$ cat config.mk
export PLATFORM = sky130hd
export DESIGN_NAME = led_fade
export DESIGN_NICKNAME = d
export VERILOG_FILES = /design/src/rtl/led_fade_pkg.sv /design/src/rtl/led_fade_pwm_gen.sv /design/src/rtl/led_fade.sv
export SDC_FILE = /design/constraint.sdc
export NUM_CORES = 1
export LEC_CHECK = 0
export ABC_AREA = 1
export ABC_CLOCK_PERIOD_IN_PS = 1630
export CORE_MARGIN = 2
export CORE_UTILIZATION = 50
export CTS_CLUSTER_SIZE = 24
export DETAILED_ROUTE_END_ITERATION = 8
export PLACE_DENSITY = 0.79
export SKIP_CTS_REPAIR_TIMING = 1
export SLEW_MARGIN = 20
export SYNTH_ARGS = -nofsm -noshare
export SYNTH_HDL_FRONTEND = slang
export SYNTH_HIERARCHICAL = 1
export SYNTH_SLANG_ARGS = --single-unit
$ cat constraint.sdc
create_clock -name clk -period 1.63 [get_ports clk]
set_clock_uncertainty 0.05 [all_clocks]
set_input_delay 0.326 -clock clk [delete_from_list [all_inputs] [get_ports clk]]
set_output_delay 0.326 -clock clk [all_outputs]
set_load 0.03 [all_outputs]
$ cat src/rtl/led_fade_pkg.sv
// Shared definitions for the LED fade driver: FSM state encoding and
// the helper that maps a logical "lit" value onto the pin polarity.
package led_fade_pkg;

  typedef enum logic [1:0] {
    ST_OFF  = 2'd0,
    ST_RISE = 2'd1,
    ST_ON   = 2'd2,
    ST_FALL = 2'd3
  } state_t;

  // Pin level for a logical lit/dark value; active-low boards invert.
  function automatic logic led_drive(input logic lit, input logic active_low);
    return lit ^ active_low;
  endfunction

endpackage

$ cat src/rtl/led_fade_pwm_gen.sv
// Free-running PWM counter and duty compare. Duty at full scale is
// forced to 100% on so the LED never flickers dark at the counter wrap.
module pwm_gen #(
  parameter int PWM_BITS = 8
) (
  input  logic                clk,
  input  logic                reset,
  input  logic [PWM_BITS-1:0] duty,
  output logic                pwm_on
);

  localparam logic [PWM_BITS-1:0] MAX = '1;

  logic [PWM_BITS-1:0] r_pwm_cnt;

  // Counter runs 0..MAX and wraps naturally.
  always_ff @(posedge clk) begin
    if (reset) r_pwm_cnt <= '0;
    else       r_pwm_cnt <= r_pwm_cnt + 1'b1;
  end

  assign pwm_on = (duty == MAX) || (r_pwm_cnt < duty);

endmodule

$ cat src/rtl/led_fade.sv
// PWM LED driver whose brightness ramps between dark and full scale
// following a synchronous on/off request, one duty step per prescaler tick.
module led_fade
  import led_fade_pkg::*;
#(
  parameter int PWM_BITS       = 8,
  parameter int STEP_CNT       = 4,
  parameter int LED_ACTIVE_LOW = 1
) (
  input  logic                clk,
  input  logic                reset,
  input  logic                en,
  output logic                led,
  output logic [PWM_BITS-1:0] level,
  output logic                busy
);

  localparam logic [PWM_BITS-1:0] MAX    = '1;
  localparam int                  STEP_W = (STEP_CNT > 1) ? $clog2(STEP_CNT) : 1;
  localparam logic [STEP_W-1:0]   STEP_LAST = STEP_W'(STEP_CNT - 1);
  localparam logic                AL     = (LED_ACTIVE_LOW != 0);

  state_t              r_state;
  logic [PWM_BITS-1:0] r_duty;
  logic [STEP_W-1:0]   r_step_cnt;
  logic                r_led;
  logic                w_tick;
  logic                w_pwm_on;

  assign w_tick = (r_step_cnt == STEP_LAST);

  pwm_gen #(
    .PWM_BITS (PWM_BITS)
  ) u_pwm (
    .clk    (clk),
    .reset  (reset),
    .duty   (r_duty),
    .pwm_on (w_pwm_on)
  );

  // Ramp FSM with prescaler and duty register; reversal beats a tick.
  always_ff @(posedge clk) begin
    if (reset) begin
      r_state    <= ST_OFF;
      r_duty     <= '0;
      r_step_cnt <= '0;
    end else begin
      case (r_state)
        ST_OFF: begin
          r_duty     <= '0;
          r_step_cnt <= '0;
          if (en) r_state <= ST_RISE;
        end
        ST_RISE: begin
          if (!en) begin
            r_state    <= ST_FALL;
            r_step_cnt <= '0;
          end else if (r_duty == MAX) begin
            // Entered RISE at full scale after a quick reversal from ON.
            r_state    <= ST_ON;
            r_step_cnt <= '0;
          end else if (w_tick) begin
            r_step_cnt <= '0;
            r_duty     <= r_duty + 1'b1;
            if (r_duty == MAX - 1'b1) r_state <= ST_ON;
          end else begin
            r_step_cnt <= r_step_cnt + 1'b1;
          end
        end
        ST_ON: begin
          r_duty     <= MAX;
          r_step_cnt <= '0;
          if (!en) r_state <= ST_FALL;
        end
        ST_FALL: begin
          if (en) begin
            r_state    <= ST_RISE;
            r_step_cnt <= '0;
          end else if (r_duty == '0) begin
            // Already dark (short pulse from OFF): nothing left to ramp.
            r_state    <= ST_OFF;
            r_step_cnt <= '0;
          end else if (w_tick) begin
            r_step_cnt <= '0;
            r_duty     <= r_duty - 1'b1;
            if (r_duty == {{(PWM_BITS-1){1'b0}}, 1'b1}) r_state <= ST_OFF;
          end else begin
            r_step_cnt <= r_step_cnt + 1'b1;
          end
        end
        default: begin
          r_state    <= ST_OFF;
          r_duty     <= '0;
          r_step_cnt <= '0;
        end
      endcase
    end
  end

  // Registered pin drive so the LED output is glitch-free.
  always_ff @(posedge clk) begin
    if (reset) r_led <= led_drive(1'b0, AL);
    else       r_led <= led_drive(w_pwm_on, AL);
  end

  assign led   = r_led;
  assign level = r_duty;
  assign busy  = (r_state == ST_RISE) || (r_state == ST_FALL);

endmodule

==> results summary <==
The biggest fanout along the worst timing path is 4. The number of DRC markers after the initial detailed-route iteration came out at around 120. The number of buffers between clock root and the deepest sink is 2.

STA classifies the critical path startpoint as a register. STA classifies the critical path endpoint as an output pin. The number of slew-limit violations in the final report is 0. Counting every sink on the clock net gives 21. Across all hold checks on the routed design, the worst slack comes to 0.385 ns.

During I/O placement, the number of pins put on the boundary was 13. Summed over all layers, the global routing overflow is 0. The total area of multi-input combinational cells came out at roughly 1200 um2. STA puts the critical path data required time at roughly 1.3 ns. The floorplan has 21 rows. The setup slack of the critical path after layout came out at between 0.04 and 0.05 ns. The critical path arrival came out at roughly 1.2 ns. The number of maximum-capacitance constraint violations is 0. The count of cells in the finished layout, fillers not included, comes to 339.

After detailed routing, the total wire length is just over 4 mm. The post-route total power is about 3.1 mW. The number of iterations in the first detailed-routing pass is 4. The synthesized netlist devotes 41.6% of its cell area to simple gates. The wire length on met2 is about 2.0 mm.

Counting the fill cells in the layout gives ~320. Cells fill about 65% of the core in the end. The post-detailed-placement half-perimeter wirelength is between 3 and 4 mm. The placed instance count came out at 332. The clock reaches the later pin of the worst-skew pair after 0.31 ns. The placer congestion estimate is a little under 0.9. By area, the combinational part of the netlist is dominated by simple AND/OR/NAND/NOR gates. The first global-routing pass estimated 7.14 mm of wire.

The post-detailed-route DRC marker count is 0. The die covers about 4000 um2. The maximum clock frequency is 631 MHz. After synthesis, the share of cell area in mux cells is 0%. The critical path in this run is classified as reg2out.

The growth of design area from synthesis to finish came out at 23.2%. The flow ran to the end, and the final reports show no timing, DRC or antenna violations. For the finished layout, the period the worst path requires is approximately 1.6 ns. Routed signal wires occupy layers up through met4.

When the netlist entered floorplanning its net count stood at between 200 and 300. The sequential-to-total area share from yosys stat came out at between 20% and 30%. The relative slew slack came out at 78.3%. The routed length on met1 came out at 1.81 mm. Dividing the detail-routed wire length by the instance count gives 11.9 um. Along the worst hold path, the cell count comes to 1.

The pin count of the biggest net entering global routing came out at 13. Summed over all failing endpoints, the final setup total negative slack is 0 ns. Detailed routing inserted a total of between 1.5k and 2k vias. The die boundary width came out at 63.2 um.

The fraction of the mapped netlist area in compound gates is approximately 12%. The core region is about 3300 um2. 0 antenna diodes ended up in the layout. In the synthesized netlist the dominant register cell turns out to be sky130_fd_sc_hd__dfxtp_1. The TritonCTS clock tree is done. The initial cell density of the core came out at around 52%. The number of global-route vias before repair is 1688. By area the synthesized netlist is led by sky130_fd_sc_hd__dfxtp_1 24%, sky130_fd_sc_hd__nand2_1 14%, sky130_fd_sc_hd__ha_1 14%. The power density over cell area came out at approximately 1400 nW/um2. After Yosys synthesis, full adders, half adders and majority gates account for between 10% and 20% of the synthesized area. The cell area after layout came out at between 2000 and 2500 um2.

Among all cell types in the netlist, the one instantiated most often is sky130_fd_sc_hd__nand2_1. The number of cells on the worst reg-to-reg path came out at 9. The clock tree root driver cell is sky130_fd_sc_hd__clkbuf_4.

The post-detailed-route via-to-cell ratio came out at between 5 and 6. CTS built an H-tree with a depth of 1. IR analysis of the VDD net gives a maximum drop of between 0.9 and 1 mV. For this run, the number of Yosys warnings is 6.

The count of nets left with antenna violations once routing finished came out at 0. The number of enable-type register cells in the synthesized netlist came out at 0. The number of antenna violations at the first check in global routing came to 0. The post-detailed-placement cell area is 2040 um2.

The register area came out at ~440 um2. In this run the worst hold path is classified as reg2reg. The post-route netlist has 28.0% of its cells at a drive strength greater than 1. The number of failing hold endpoints at the final stage came out at 0.

At the pin with the least slew margin, the transition time is between 0.3 and 0.4 ns. The count of mapped cells out of synthesis came out at 260. The share of synthesized registers carrying an async set or reset came out at 0%.

The routed length on met3 is around 200 um. Synthesis inferred 21 register bits. The number of buffer cells added on primary ports came out at 12. After layout, the worst path uses 97.2% of the clock period. The leakage component of the power is around 1.1 nW. The commonest cells after synthesis are 67 x sky130_fd_sc_hd__nand2_1, 33 x sky130_fd_sc_hd__inv_1, 22 x sky130_fd_sc_hd__nor2_1. The worst slack at placement is -0.0866 ns. The post-layout net count came out at about 320. Setup violations remaining at the end of the flow were counted as 0. The area fraction of the dominant cell type after synthesis came out at 24.0%. The number of CTS-inserted buffers is 3.

The y dimension of the die is 63.2 um. The post-synthesis cell type count came out at 26. The mean area per synthesized cell came out at between 6 and 7 um2. The largest total area in the synthesized netlist belongs to sky130_fd_sc_hd__dfxtp_1.

The clock transition at the registers of the reported paths is about 0.11 ns. The xor and xnor fraction of the mapped netlist area is 0%. The netlist area before placement came out at between 1500 and 2000 um2. The combined global-route utilization of all metal layers is about 22%.
==> registers in the layout, indices dropped and copies added (netlist names) <==
register and flops:
u_pwm/r_pwm_cnt 8, r_step_cnt 2, level 8, r_state 2
led 1
==> cell usage in the layout (no fill, tap or decap), types with 4 or more instances in the layout <==
| cell | count |
|---|---|
| sky130_fd_sc_hd__a21oi_1 | 13 |
| sky130_fd_sc_hd__a21oi_2 | 8 |
| sky130_fd_sc_hd__buf_4 | 21 |
| sky130_fd_sc_hd__dfxtp_1 | 12 |
| sky130_fd_sc_hd__dfxtp_2 | 6 |
| sky130_fd_sc_hd__dlymetal6s2s_1 | 8 |
| sky130_fd_sc_hd__ha_1 | 16 |
| sky130_fd_sc_hd__inv_1 | 29 |
| sky130_fd_sc_hd__inv_2 | 7 |
| sky130_fd_sc_hd__nand2_1 | 66 |
| sky130_fd_sc_hd__nand2_2 | 12 |
| sky130_fd_sc_hd__nand3_1 | 21 |
| sky130_fd_sc_hd__nand4_1 | 4 |
| sky130_fd_sc_hd__nor2_1 | 21 |
| sky130_fd_sc_hd__nor2_2 | 4 |
| sky130_fd_sc_hd__nor2_4 | 4 |
| sky130_fd_sc_hd__o21ai_0 | 11 |
==> layer usage <==
layer  up-vias  global-route usage, %
li1        906                      -
met1       777                   26.6
met2        43                   39.5
met3         8                   4.11
met4         0                   5.71
met5         -                      0
==> where the power goes <==
part           switching [mW]  internal, mW  leakage [nW]  total, mW
combinational            1.25         0.836         0.906       2.08
clock                   0.165        0.0917        0.0177      0.257
sequential              0.127         0.633         0.176      0.760
==> kinds of logic after synthesis <==
group,Yosys count
AO/OA/AOI/OAI,34
adder cells (fa/ha/maj),19
buffers and inverters,41
flip-flops,21
AND/OR/NAND/NOR,145
==> final cells by class <==
cell class	instances	area share, %
Multi-Input combinational cell	198	55.2
Sequential cell	21	20.4
Clock buffer	3	1.04
Timing Repair Buffer	33	13.9
Inverter	37	6.56
Tap cell	46	2.67
Clock inverter	1	0.232
==> worst paths after layout <==
path                       from  slack, ns            end
setup / recovery     r_state[0]       0.05           busy
hold reg to reg   r_step_cnt[0]       0.38  r_step_cnt[0]
hold / removal    r_step_cnt[0]       0.38  r_step_cnt[0]
setup reg to reg       level[2]       0.15       level[2]
==> worst max-delay path, stage by stage, from the launching register on <==
cell,delay [ns]
sky130_fd_sc_hd__dfxtp_2,0.39
sky130_fd_sc_hd__ha_2,0.22
sky130_fd_sc_hd__inv_2,0.07
sky130_fd_sc_hd__nand2_2,0.09
sky130_fd_sc_hd__buf_6,0.13
No activity file was read; power rests on OpenSTA's default activity.
